File: src/rtl/cpu_pkg.sv
// cpu_pkg: shared definitions for the instruction-fetch stage.
//   fetch_state_e : fetch FSM state encoding (FETCH, HOLD)
//   NOP_INSTR     : instruction word placed into IF/ID for a bubble
//   RESET_PC      : reset value of the upstream PC register; the fetch stage
//                   itself does not use it
//   PERF_W_DEFAULT: default width of the fetch-wait counter
//   pc_plus4()    : modulo-2^32 PC increment
package cpu_pkg;

  typedef enum logic [0:0] {
    FETCH = 1'b0,
    HOLD  = 1'b1
  } fetch_state_e;

  localparam logic [31:0] NOP_INSTR      = 32'h0000_0000;
  localparam logic [31:0] RESET_PC       = 32'h0040_0030;
  localparam int          PERF_W_DEFAULT = 16;

  // Wraps naturally: 32'hFFFF_FFFC + 4 gives 32'h0000_0000.
  function automatic logic [31:0] pc_plus4(input logic [31:0] pc);
    return pc + 32'd4;
  endfunction

endpackage

File: src/rtl/fetch_hold_buf.sv
// fetch_hold_buf: one-entry buffer holding {instruction, PC+4} for a word that
// was acknowledged while decode was stalled.
//   clk     in  clock
//   reset   in  asynchronous active-high reset (contents cleared)
//   load_i  in  capture data_i
//   clear_i in  drop the contents; wins over load_i
//   data_i  in  {instr[31:0], pc_plus4[31:0]}
//   data_o  out registered contents
module fetch_hold_buf (
  input  logic        clk,
  input  logic        reset,
  input  logic        load_i,
  input  logic        clear_i,
  input  logic [63:0] data_i,
  output logic [63:0] data_o
);

  logic [63:0] data_q;

  // Buffer storage: clear has priority over load.
  always_ff @(posedge clk or posedge reset) begin
    if (reset) begin
      data_q <= 64'h0;
    end else if (clear_i) begin
      data_q <= 64'h0;
    end else if (load_i) begin
      data_q <= data_i;
    end else begin
      data_q <= data_q;
    end
  end

  assign data_o = data_q;

endmodule

File: src/rtl/if_fetch_stage.sv
// if_fetch_stage: instruction fetch with req/ack memory handshake, IF/ID
// pipeline register, one-entry hold buffer and a saturating fetch-wait counter.
//   clk, reset    clock, asynchronous active-high reset
//   PCF           current fetch PC
//   StallD        hold IF/ID
//   FlushD        clear IF/ID (priority over StallD)
//   imem_req/addr fetch request and address (addr = PCF)
//   imem_ack/rdata memory response for the current address
//   InstrD, PCPlus4D, ValidD  IF/ID register outputs
//   FetchBusy     freezes the PC while the fetch cannot advance
//   FetchWaitCnt  saturating count of cycles with req && !ack
module if_fetch_stage #(
  parameter int PERF_W = 16
) (
  input  logic              clk,
  input  logic              reset,
  input  logic [31:0]       PCF,
  input  logic              StallD,
  input  logic              FlushD,
  output logic              imem_req,
  output logic [31:0]       imem_addr,
  input  logic              imem_ack,
  input  logic [31:0]       imem_rdata,
  output logic [31:0]       InstrD,
  output logic [31:0]       PCPlus4D,
  output logic              ValidD,
  output logic              FetchBusy,
  output logic [PERF_W-1:0] FetchWaitCnt
);

  import cpu_pkg::*;

  fetch_state_e      state_q, state_d;
  logic [31:0]       instr_q, instr_d;
  logic [31:0]       pc4_q, pc4_d;
  logic              valid_q, valid_d;
  logic [PERF_W-1:0] wait_cnt_q, wait_cnt_d;
  // Low from reset until the first edge after release, so no request is
  // issued in the partial cycle right after reset drops.
  logic              run_q;
  logic              req_s;
  logic              buf_load_s, buf_clear_s;
  logic [63:0]       buf_data_s;

  fetch_hold_buf u_hold_buf (
    .clk     (clk),
    .reset   (reset),
    .load_i  (buf_load_s),
    .clear_i (buf_clear_s),
    .data_i  ({imem_rdata, pc_plus4(PCF)}),
    .data_o  (buf_data_s)
  );

  assign req_s     = run_q && (state_q == FETCH);
  assign imem_req  = req_s;
  assign imem_addr = PCF;
  assign FetchBusy = run_q && ((state_q == HOLD) || !imem_ack);

  assign InstrD       = instr_q;
  assign PCPlus4D     = pc4_q;
  assign ValidD       = valid_q;
  assign FetchWaitCnt = wait_cnt_q;

  // Next-state logic for the FSM, IF/ID register, hold buffer and counter.
  always_comb begin
    state_d     = state_q;
    instr_d     = instr_q;
    pc4_d       = pc4_q;
    valid_d     = valid_q;
    buf_load_s  = 1'b0;
    buf_clear_s = 1'b0;

    if (req_s && !imem_ack && (wait_cnt_q != {PERF_W{1'b1}})) begin
      wait_cnt_d = wait_cnt_q + PERF_W'(1);
    end else begin
      wait_cnt_d = wait_cnt_q;
    end

    if (!run_q) begin
      state_d = FETCH;
    end else begin
      case (state_q)
        FETCH: begin
          if (FlushD) begin
            instr_d = NOP_INSTR;
            pc4_d   = 32'h0;
            valid_d = 1'b0;
          end else if (imem_ack) begin
            if (StallD) begin
              // Decode cannot take the word yet; park it.
              buf_load_s = 1'b1;
              state_d    = HOLD;
            end else begin
              instr_d = imem_rdata;
              pc4_d   = pc_plus4(PCF);
              valid_d = 1'b1;
            end
          end else begin
            if (!StallD) begin
              // Memory still busy: push a bubble, keep PCPlus4D.
              instr_d = NOP_INSTR;
              valid_d = 1'b0;
            end else begin
              valid_d = valid_q;
            end
          end
        end
        HOLD: begin
          if (FlushD) begin
            instr_d     = NOP_INSTR;
            pc4_d       = 32'h0;
            valid_d     = 1'b0;
            buf_clear_s = 1'b1;
            state_d     = FETCH;
          end else if (!StallD) begin
            instr_d = buf_data_s[63:32];
            pc4_d   = buf_data_s[31:0];
            valid_d = 1'b1;
            state_d = FETCH;
          end else begin
            state_d = HOLD;
          end
        end
        default: begin
          state_d = FETCH;
        end
      endcase
    end
  end

  // State, IF/ID and counter registers.
  always_ff @(posedge clk or posedge reset) begin
    if (reset) begin
      state_q    <= FETCH;
      instr_q    <= NOP_INSTR;
      pc4_q      <= 32'h0;
      valid_q    <= 1'b0;
      wait_cnt_q <= {PERF_W{1'b0}};
      run_q      <= 1'b0;
    end else begin
      state_q    <= state_d;
      instr_q    <= instr_d;
      pc4_q      <= pc4_d;
      valid_q    <= valid_d;
      wait_cnt_q <= wait_cnt_d;
      run_q      <= 1'b1;
    end
  end

endmodule

File: config.mk
export PLATFORM = sky130hd
export DESIGN_NAME = if_fetch_stage
export DESIGN_NICKNAME = d
export VERILOG_FILES = /design/src/rtl/cpu_pkg.sv /design/src/rtl/fetch_hold_buf.sv /design/src/rtl/if_fetch_stage.sv
export SDC_FILE = /design/constraint.sdc
export NUM_CORES = 1
export LEC_CHECK = 0
export ABC_AREA = 1
export ABC_CLOCK_PERIOD_IN_PS = 5400
export CORE_ASPECT_RATIO = 0.5
export CORE_MARGIN = 2
export CORE_UTILIZATION = 40
export DETAILED_ROUTE_END_ITERATION = 7
export GPL_ROUTABILITY_DRIVEN = 0
export PLACE_DENSITY = 0.64
export SYNTH_ARGS = -nofsm -noshare
export SYNTH_HDL_FRONTEND = slang
export SYNTH_SLANG_ARGS = --single-unit
export TNS_END_PERCENT = 1
File: constraint.sdc
create_clock -name clk -period 5.4 [get_ports clk]
set_input_delay 0.81 -clock clk [delete_from_list [all_inputs] [get_ports clk]]
set_output_delay 0.81 -clock clk [all_outputs]
set_load 0.005 [all_outputs]
======== Word-level counts from Yosys, hierarchy flattened ========
Cells that the tools add are included.
word-level totals
  bits in registers ....................... 147
  input bits .............................. 69
  output and inout bits ................... 115
cells by class
  add/subtract/negate cells ............... 2
  equal/unequal tests ..................... 5
  muxes and demuxes ....................... 32
  bitwise logic cells ..................... 1
  reduce and logical (&&, ||, !) cells .... 10
operators with widths
  operator               number
  $mux 32                11
  $mux 64                2
  $pmux 32 s2            2
  $add 32x3->32 const B  1
  $add 16x1->16 const B  1
  $ne 16x16->1 const B   1
  $mux 1                 15
  $ne 3x3->1 const B     3
  $logic_and 1x1->1      4
  $ne 4x4->1 const B     1
  $pmux 1 s2             2
  $reduce_and 4->1       1
  $reduce_and 3->1       1
  $reduce_and 2->1       1
  $reduce_bool 2->1      1
  $logic_not 1->1        1
  $logic_or 1x1->1       1
  $not 1->1              1

======== Longest topological paths before layout ========
Gate-level depths: netlist (run 1).
  depth in word-level cells ............... 7
  depth in mapped cells ................... 11
  mapped depth without buffers ............ 11

======== By module ========
A second synthesis (run 1) with hierarchy kept.
unflattened totals
  cells, all modules ...................... 1,053
  area, all modules ....................... 7,963.9 µm²
by module, submodules not included
  module          times used  cells each  area an instance (µm²)  seq. area each (µm²)
  if_fetch_stage  1           775         5,377.7                 2,077.0
  fetch_hold_buf  1           278         2,586.2                 1,601.5

======== Worst setup path after synthesis (run 1) ========
OpenSTA, ideal clock, no wires.
  path type ............................... input -> register
  start point ............................. in PCF[2]
  end point ............................... reg pc4_q[18] (netlist: PCPlus4D[18])
  arrival time ............................ 1.770 ns
  required time ........................... 5.283 ns
  setup slack ............................. 3.513 ns
  cell stages on the path ................. 9
  path through ............................ ha_1 -> nand2_1 -> nor2_1 -> nand2_1 -> nor2_2 -> xnor2_1 -> nand2_1 -> nand2_1 -> nand2_1
on the way
  cells in the longest elaborated chain, start to end .. 5
RTL lines
  what                    RTL line               text
  start: declaration      if_fetch_stage.sv:17   input logic [31:0] PCF,
  $add 32x3->32           cpu_pkg.sv:21          return pc + 32'd4;
  $mux 32                 if_fetch_stage.sv:89   if (StallD) begin
  $mux 32                 if_fetch_stage.sv:88   end else if (imem_ack) begin
  $mux 32                 if_fetch_stage.sv:84   if (FlushD) begin
  $pmux 32 s2             if_fetch_stage.sv:82   case (state_q)
  end signal: assignment  if_fetch_stage.sv:143  pc4_q <= pc4_d;
  end: declaration        if_fetch_stage.sv:35   logic [31:0] pc4_q, pc4_d;
Every way passes these cells. The select of a mux whose other input is x is not followed.
A chain may end at the register's enable or synchronous reset.

======== Worst setup path after layout (run 1) ========
  start point ............................. in StallD
  end point ............................... reg instr_q[10] (netlist: InstrD[10])
on the way
  cells in the longest elaborated chain, start to end .. 2
RTL lines
  what                          RTL line               text
  start: declaration            if_fetch_stage.sv:18   input logic StallD,
  $ne 3x3->1 (no line)          --
  $reduce_and 3->1 (no line) *  --
  end signal: assignment        if_fetch_stage.sv:142  instr_q <= instr_d;
  end: declaration              if_fetch_stage.sv:34   logic [31:0] instr_q, instr_d;
Mark *: on every way between the ends. The rest lies on a longest branch, timed or not.

==> results of run 1 <==
worst paths after layout:
kind | from | to | slack (ps)
min reg2reg | PCPlus4D[21]$_DFFE_PP0P_ | PCPlus4D[21]$_DFFE_PP0P_ | 480
max | StallD | InstrD[10]$_DFFE_PP0P_ | 2030
max in group asynchronous | reset | PCPlus4D[29]$_DFFE_PP0P_ | 3440
min in group asynchronous | reset | FetchWaitCnt[6]$_DFFE_PP0P_ | 890
min | PCPlus4D[21]$_DFFE_PP0P_ | PCPlus4D[21]$_DFFE_PP0P_ | 480
max reg2reg | state_q$_DFF_PP0_ | u_hold_buf.data_o[14]$_DFFE_PP0P_ | 2250
area by class of cell:
cell class              count  share of cell area [%]
flip-flops and latches    147                    36.5
multi-input cells         642                    30.6
repair buffers            189                    18.8
inverters                 121                    4.56
clock buffers              18                    4.36
well taps                 259                    3.22
clock inverters            14                    1.91
registers in the layout, summed over array words and instances, names as in the netlist:
name	flops
FetchWaitCnt	16
InstrD	32
PCPlus4D	32
ValidD	1
run_q	1
state_q	1
u_hold_buf.data_o	64
through the flow:
| stage | utilization, % | power (mW) | area [µm²] | hold slack [ps] |
|---|---|---|---|---|
| 2_1_floorplan | - | 1.69 | 7650 | 450 |
| 3_3_place_gp | 50.7 | 1.97 | 9410 | 460 |
| 3_5_place_dp | 50.7 | 1.98 | 9410 | 466 |
| 4_1_cts | 54.1 | 3.26 | 10000 | 484 |
| 5_1_grt | 54.2 | 3.40 | 10100 | 501 |
| 6_report | 54.2 | 3.23 | 10100 | 478 |
power groups by stage:
stage               combinational [mW]  clock (mW)  sequential (mW)
finish                           0.608        1.27             1.36
global route                     0.679        1.35             1.37
CTS                              0.613        1.29             1.36
detailed placement               0.611           0             1.37
global placement                 0.595           0             1.37
floorplan                        0.330           0             1.36
synthesized netlist by cell type (all sizes together):
cell type / number
nand2: 328
dfrtp: 147
inv: 121
nor2: 81
o22ai: 77
nand3: 54
buf: 52
o21ai: 26
clkbuf: 22
xor2: 16
a21oi: 12
nand3b: 12
o211ai: 10
xnor2: 10
nor3: 8
and2: 2
ha: 2
a22o: 1
conb: 1
nand4: 1
o31ai: 1
logic make-up (layout without fill, tap and decap cells):
family                   Yosys count  in the layout  synth area share, %
XOR/XNOR                          26             26                 2.97
AO/OA/AOI/OAI                    127            127                 10.4
other                              1              1               0.0490
flip-flops                       147            147                 48.1
AND/OR/NAND/NOR                  486            486                 26.4
adder cells (fa/ha/maj)            2              2                0.327
buffers and inverters            195            342                 11.8
routing by layer:
metal / vias to the layer above / share of wire, % / GRT usage [%]
met3: 30 / 4.0 / 4.16
met4: 0 / 1.6 / 6.10
li1: 3370 / - / -
met2: 164 / 49 / 36.8
met1: 3274 / 46 / 28.0
met5: - / 0 / 0
worst reg2reg max path, delay by kind of cell (launching register included):
kind	cells	cell delay [ps]
flops	1	870
simple gates	3	390
buf+inv	4	1450
compound gates	1	320
==> results.py, run 1 <==
metrics = {
    "placed_design": {
        "place_ws_ps": 1550,
        "port_buffers": 183,
        "placed_cells": 1357,
        "dp_hpwl_mm": 14.3,
    },
    "power": {
        "p_comb_share_pct": 18.8,
        "power_leakage_nw": 4.94,
        "power-per-cell-area_mw_per_mm2": 321,
        "p_sw_share_pct": 28.2,
        "p_int_mw": 2.32,
        "p_seq_share_pct": 41.9,
        "p_clk_share_pct": 39.3,
        "irDropWorstVdd_uv": 190,
        "power.switching_mw": 0.911,
    },
    "worst_setup_path": {
        "max_stage_delay_ps": 860,
        "critical_path.endpoint_type": "flip-flop",
        "crit_path_cell_trace": "clkdlybuf4s50_1 > inv_1 > nor2_1 > inv_1 > nand2_1 > inv_1 > nand3_1 > nand2_1",
        "cpLargestDelayFamily": "buffers and inverters",
        "cp_data_arrival_time_ps": 3680,
        "critPathLaunchType": "input pin",
        "crit_buf_inv": 4,
        "critical_path_cell_count": 8,
        "critPathKind": "in -> reg",
        "critPathMaxFanout": 35,
        "cp_slowest_cell": "nand2_1",
        "crit_path_frequent_cell": "inv_1",
        "worstPathRequired_ps": 5700,
        "reg2regPathDepth": 8,
    },
    "clocking": {
        "clock_sinks": 147,
        "tritoncts": "yes",
        "h-tree-depth": 4,
        "cts-buffers-inserted": 17,
        "hold_buffers": 0,
        "cts_root_buf": "clkbuf_16",
        "clk_latency_ps": 420,
        "cts_setup_buffers": 0,
        "cts_resized": 0,
        "path_clk_slew_ps": 60,
        "clock_tree.buffer_depth": 2,
    },
    "route": {
        "ant_nets": 0,
        "drt_iter0_markers": 389,
        "via_per_inst": 4.92,
        "first_pass_iters": 5,
        "finalWirelength_mm": 21.0,
        "drc": 0,
        "routedWlPerCell_um": 15.1,
        "num_vias": 6838,
    },
    "yosys": {
        "synth_area_leaders": "dfrtp_1 (48%), nand2_1 (16%), o22ai_1 (6.3%)",
        "avgSynthCellArea_um2": 7.78,
        "synth_seq_cells": 147,
        "synth_nets": 1055,
        "synth_cell_types": 33,
        "yosys_warnings": 0,
        "yosysTopAreaCell": "dfrtp_1",
        "synth_cells": 984,
        "yosysSeqAreaShare_pct": 48.1,
        "netlist_area_mm2": 0.00765,
        "synthDominantCellAreaShare_pct": 48.1,
    },
    "grt": {
        "gr-total-overflow": 0,
        "grt_start_max_net_pins": 81,
        "grt_pass1_wl_mm": 34.1,
        "grt_pass1_vias": 6621,
        "antenna_found_initial": 0,
        "grt_use_total_pct": 21.4,
    },
    "timing": {
        "setup_violations": 0,
        "max_freq_mhz": 296,
        "slew_headroom_pct": 20.9,
        "setup_slack_ps": 2030,
        "fin_tns_setup_ps": 0,
        "hold_viol_final": 0,
        "finalCritPeriodShare_pct": 62.5,
        "fin_crit_ps": 3370,
        "drv_slew": 0,
        "clock_skew_ps": 11.2,
        "worstMarginPinSlew_ps": 1180,
        "rsz0062_at_grt": "false",
    },
    "outcome": {
        "status": "finished, final reports clean",
    },
    "hold_path": {
        "hold_class": "reg -> reg",
        "hold_depth": 2,
    },
    "cells_and_area": {
        "fin_cells": 1390,
        "seqCellArea_mm2": 0.00368,
        "fillers": 1758,
        "layout_common_cells": "nand2_1 (327), clkdlybuf4s50_1 (183), dfrtp_1 (147)",
        "drive_above_1_share_pct": 6.10,
        "area_growth_pct": 31.5,
        "final_common_cell": "nand2_1",
        "diodes": 0,
        "layout.nets": 1189,
        "multi_input_area_mm2": 0.00308,
    },
    "floorplan": {
        "die-area_mm2": 0.0203,
        "pin_count": 184,
        "start_util_pct": 41.2,
        "die_x_um": 200,
        "num_rows": 35,
        "coreArea_mm2": 0.0186,
        "die-height_um": 102,
    },
    "run": {
        "drv_cap": 0,
    },
}
Note: power is estimated with default switching activity, not from simulation.
==> run 2: changes to the inputs <==
ABC_CLOCK_PERIOD_IN_PS = 2900   (was 5400)
PLACE_DENSITY = 0.66   (was 0.64)
clock period = 2.9 ns   (was 5.4 ns; I/O delays follow)
==> run 2 against run 1 <==
Sequential power is 85% higher. Routed wire length is 0.68% lower. Worst setup slack worse by 1200 ps. Hold slack worse by 100 ps. Sequential share of layout area decreased by 0.23 points. Via count down 0.26%. Global-route usage grew 0.36 points. Clock-buffer cell count is 1 higher. Utilization grew 0.35 points. Largest power group unchanged. Highest routed layer unchanged.
==> results.py, run 2 (synthesis gave the netlist of run 1 again) <==
metrics = {
    "outcome": {
        "status": "finished, final reports clean",
    },
    "clocking": {
        "clk_latency_ps": 420,
        "cts-buffers-inserted": 17,
        "cts_root_buf": "clkbuf_16",
        "clock_sinks": 147,
        "hold_buffers": 0,
        "h-tree-depth": 4,
        "tritoncts": "yes",
        "cts_resized": 0,
        "cts_setup_buffers": 0,
        "clock_tree.buffer_depth": 2,
        "path_clk_slew_ps": 70,
    },
    "cells_and_area": {
        "diodes": 0,
        "largest_reg_flops": 64,
        "final_common_cell": "nand2_1",
        "drive_above_1_share_pct": 6.75,
        "area_growth_pct": 32.4,
        "fillers": 1768,
        "layout.nets": 1199,
        "layout_common_cells": "nand2_1 (327), clkdlybuf4s50_1 (183), dfrtp_1 (147)",
        "fin_cells": 1400,
    },
    "power": {
        "p_sw_share_pct": 27.9,
        "p_int_mw": 4.30,
        "power-per-cell-area_mw_per_mm2": 588,
        "p_seq_share_pct": 42.3,
        "p_clk_share_pct": 38.5,
        "irDropWorstVdd_uv": 414,
        "p_comb_share_pct": 19.2,
        "power_leakage_nw": 4.97,
        "power.switching_mw": 1.66,
        "total_power_mw": 5.96,
    },
    "grt": {
        "gr-max-usage-layer": "met2",
        "use_met3_pct": 4.65,
        "grt_pass1_vias": 6991,
        "grt_use_met2_pct": 37.4,
        "gr-total-overflow": 0,
        "antenna_found_initial": 0,
        "grt_start_max_net_pins": 81,
        "met1_usage_pct": 28.1,
        "grt_pass1_wl_mm": 34.6,
        "grt_use_total_pct": 21.8,
    },
    "timing": {
        "worstMarginPinSlew_ps": 1090,
        "setup_violations": 0,
        "max_freq_mhz": 473,
        "rsz0062_at_grt": "false",
        "fin_crit_ps": 2120,
        "drv_slew": 0,
        "finalCritPeriodShare_pct": 72.9,
        "clock_skew_ps": 10.2,
        "slew_headroom_pct": 27.1,
        "fin_tns_setup_ps": 0,
        "hold_viol_final": 0,
    },
    "floorplan": {
        "num_rows": 35,
        "die-height_um": 102,
        "die_x_um": 200,
        "pin_count": 184,
        "coreArea_mm2": 0.0186,
        "start_util_pct": 41.2,
        "die-area_mm2": 0.0203,
    },
    "route": {
        "drt_iter0_markers": 307,
        "routedWlPerCell_um": 14.9,
        "drc": 0,
        "ant_nets": 0,
        "via_per_inst": 4.87,
        "first_pass_iters": 5,
        "finalWirelength_mm": 20.8,
        "num_vias": 6820,
    },
    "worst_setup_path": {
        "cp_slowest_cell": "clkdlybuf4s50_1",
        "cpLargestDelayFamily": "buffers and inverters",
        "r2r_end": "FetchWaitCnt[4]$_DFFE_PP0P_",
        "worstPathRequired_ps": 2470,
        "cp_data_arrival_time_ps": 1680,
        "r2r-start": "FetchWaitCnt[0]$_DFFE_PP0P_",
        "reg2regPathDepth": 10,
        "max_stage_delay_ps": 510,
        "critPathLaunchType": "flip-flop",
        "crit_path_cell_trace": "buf_4 > nor2_1 > clkdlybuf4s50_1",
        "crit_buf_inv": 2,
        "r2r_setup_slack_ps": 1000,
        "critical_path.endpoint_type": "primary output",
        "critPathKind": "reg -> out",
        "critPathMaxFanout": 19,
        "critPathLaunch": "state_q$_DFF_PP0_",
    },
    "placed_design": {
        "dp_hpwl_mm": 14.7,
        "port_buffers": 183,
        "placed_cells": 1368,
    },
    "run": {
        "drv_cap": 0,
    },
    "hold_path": {
        "hold_class": "in -> async",
    },
}
-- run 2: cell types whose count changed in the layout (fill, tap and decap cells not counted), moves of 2 or more --
cell,delta
buf_4,+8
buf_12,+3
inv_8,-3
clkbuf_1,+2
clkinv_4,-2
inv_6,+2
-- run 2: worst reg2reg max path: cells and delay by family (launching register included) --
family,cells,cell delay [ps]
adder cells (fa/ha/maj),1,260
buffers and inverters,2,480
flip-flops,1,440
AND/OR/NAND/NOR,7,610
-- run 2: layout make-up --
| cell class | instances | area [µm²] | share of cell area (%) |
|---|---|---|---|
| Clock buffer | 19 | 433 | 4.27 |
| Multi-Input combinational cell | 642 | 3080 | 30.4 |
| Tap cell | 259 | 324 | 3.20 |
| Inverter | 121 | 458 | 4.52 |
| Timing Repair Buffer | 199 | 1990 | 19.6 |
| Clock inverter | 13 | 173 | 1.70 |
| Sequential cell | 147 | 3680 | 36.3 |
-- run 2: power by group through the flow --
stage          logic, mW  clock network, mW  registers [mW]
2_1_floorplan      0.615                  0            2.52
3_3_place_gp        1.13                  0            2.55
3_5_place_dp        1.16                  0            2.55
4_1_cts             1.16               2.33            2.52
5_1_grt             1.29               2.43            2.56
6_report            1.14               2.30            2.52
-- run 2: through the flow --
| step | area, µm² | utilization, % | hold slack [ps] | worst slack, ps |
|---|---|---|---|---|
| 3_5_place_dp | 9530 | 51.3 | 465 | 360 |
| 3_3_place_gp | 9530 | 51.3 | 462 | 399 |
| 2_1_floorplan | 7660 | - | 450 | 618 |
| 5_1_grt | 10100 | 54.6 | 402 | 523 |
| 4_1_cts | 10100 | 54.6 | 378 | 758 |
| 6_report | 10100 | 54.6 | 374 | 785 |
-- run 2: layer usage --
metal	vias up	part of all wire, %
met5	-	0
met4	0	1.0
met3	19	4.5
met2	139	49
met1	3269	45
li1	3393	-
-- run 2: how the worst max path moves through the flow --
| stage | endpoint | slack, ps | cells past startpoint |
|---|---|---|---|
| after global placement | InstrD[20]$_DFFE_PP0P_ | 400 | 8 |
| after floorplan | FetchWaitCnt[0]$_DFFE_PP0P_ | 620 | 1 |
| after global routing | InstrD[5]$_DFFE_PP0P_ | 520 | 8 |
| final | imem_req | 780 | 3 |
| after CTS | imem_req | 760 | 3 |
| after detailed placement | InstrD[0]$_DFFE_PP0P_ | 360 | 8 |
==> run 3: changes to the inputs <==
ABC_CLOCK_PERIOD_IN_PS = 2000   (was 2900)
PLACE_DENSITY = 0.64   (was 0.66)
clock period = 2 ns   (was 2.9 ns; I/O delays follow)
==> run 3 against run 2 <==
Clock skew up 1.6 ps. Utilization up 2.0 points. Hold slack worse by 80 ps. Routed wire length is 4.3% higher. First-iteration DRC count grew 31%. Register-to-register slack got worse by 770 ps. Critical path depth stayed put. Worst setup slack got worse by 700 ps. Final area grew 3.7%. Global-route usage rose by 0.76 points. Clock-buffer cell count unchanged. Sequential share of layout area decreased by 1.3 points. Largest power group unchanged.
==> results.py, run 3 (synthesis gave the netlist of run 1 again) <==
metrics = {
    "cells_and_area": {
        "seqCellArea_mm2": 0.00368,
        "area_growth_pct": 37.3,
        "fin_cells": 1438,
        "drive_above_1_share_pct": 9.75,
        "layout_common_cells": "nand2_1 (327), clkdlybuf4s50_1 (183), dfrtp_1 (147)",
        "final_common_cell": "nand2_1",
        "largest_reg_flops": 64,
        "multi_input_area_mm2": 0.00308,
        "fillers": 1784,
        "layout.nets": 1237,
        "diodes": 0,
    },
    "clocking": {
        "h-tree-depth": 4,
        "tritoncts": "yes",
        "cts_resized": 0,
        "cts_setup_buffers": 0,
        "clk_latency_ps": 420,
        "clock_tree.buffer_depth": 2,
        "hold_buffers": 0,
        "cts-buffers-inserted": 17,
        "clock_sinks": 147,
        "cts_root_buf": "clkbuf_16",
        "path_clk_slew_ps": 60,
    },
    "floorplan": {
        "die-area_mm2": 0.0203,
        "coreArea_mm2": 0.0186,
        "die-height_um": 102,
        "pin_count": 184,
        "die_x_um": 200,
        "num_rows": 35,
        "start_util_pct": 41.2,
    },
    "grt": {
        "grt_pass1_wl_mm": 35.8,
        "gr-total-overflow": 0,
        "antenna_found_initial": 0,
        "grt_start_max_net_pins": 81,
        "grt_use_total_pct": 22.6,
        "grt_pass1_vias": 7183,
    },
    "route": {
        "num_vias": 7028,
        "via_per_inst": 4.89,
        "finalWirelength_mm": 21.7,
        "first_pass_iters": 5,
        "ant_nets": 0,
        "drc": 0,
        "drt_iter0_markers": 403,
        "routedWlPerCell_um": 15.1,
    },
    "placed_design": {
        "dp_hpwl_mm": 15.5,
        "port_buffers": 183,
        "place_ws_ps": -179,
        "placed_cells": 1406,
    },
    "timing": {
        "drv_slew": 0,
        "setup_slack_ps": 87.5,
        "fin_tns_setup_ps": 0,
        "rsz0062_at_grt": "false",
        "setup_violations": 0,
        "max_freq_mhz": 523,
        "hold_viol_final": 0,
        "timing.hold.ws_ps": 294,
        "fin_crit_ps": 1910,
        "clock_skew_ps": 11.8,
        "finalCritPeriodShare_pct": 95.6,
    },
    "power": {
        "power_leakage_nw": 5.19,
        "power-per-cell-area_mw_per_mm2": 818,
        "irDropWorstVdd_uv": 583,
    },
    "hold_path": {
        "hold_class": "in -> async",
    },
    "run": {
        "drv_cap": 0,
    },
    "worst_setup_path": {
        "worstPathRequired_ps": 1700,
        "critPathLaunchType": "flip-flop",
        "cp_data_arrival_time_ps": 1610,
        "critPathLaunch": "state_q$_DFF_PP0_",
        "critical_path.endpoint_type": "primary output",
        "critPathKind": "reg -> out",
        "reg2regPathDepth": 10,
        "r2r_end": "FetchWaitCnt[11]$_DFFE_PP0P_",
        "r2r_setup_slack_ps": 230,
        "critPathMaxFanout": 5,
        "r2r-start": "FetchWaitCnt[0]$_DFFE_PP0P_",
    },
    "outcome": {
        "status": "finished, final reports clean",
    },
}
==> run 3: final cells by class <==
type | instances | area share [%]
well taps | 259 | 3.08
repair buffers | 237 | 22.7
inverters | 121 | 4.36
multi-input cells | 642 | 29.3
flip-flops and latches | 147 | 35.0
clock inverters | 13 | 1.42
clock buffers | 19 | 4.12
==> run 3: how the worst max path moves through the flow <==
stage / slack [ps] / cells after the start / end
after global routing: 10 / 3 / FetchBusy
after detailed placement: -180 / 10 / PCPlus4D[18]$_DFFE_PP0P_
after global placement: -100 / 10 / PCPlus4D[18]$_DFFE_PP0P_
final: 90 / 3 / FetchBusy
after floorplan: -150 / 1 / FetchWaitCnt[0]$_DFFE_PP0P_
after CTS: 60 / 5 / FetchBusy
==> run 3: power by group <==
group / leakage [nW] / total [mW] / switching (mW) / internal, mW
registers: 1.92 / 3.65 / 0.241 / 3.41
clock network: 0.275 / 3.20 / 1.34 / 1.86
logic: 3.00 / 1.75 / 0.851 / 0.899
total: 5.19 / 8.60 / 2.43 / 6.16
==> run 3: stage by stage <==
step / util (%) / power (mW) / instance area [µm²]
5_1_grt: 56.6 / 9.07 / 10500
4_1_cts: 56.6 / 8.68 / 10500
3_5_place_dp: 53.5 / 5.46 / 9920
6_report: 56.6 / 8.60 / 10500
3_3_place_gp: 53.5 / 5.41 / 9920
2_1_floorplan: - / 4.55 / 7660
==> run 3: worst max-delay path, stage by stage, from the launching register on <==
cell and delay, ps:
dfrtp_1 450, nor2_2 90, nor2_1 130, clkdlybuf4s50_1 520
==> run 3: per-layer routing <==
metal	track usage, %	routed length (µm)	share of wire, %	up-vias
li1	-	-	-	3465
met1	29.3	9770	45	3389
met2	39.1	10700	49	158
met3	4.36	1100	5.1	16
met4	6.10	173	0.80	0
met5	0	0	0	-
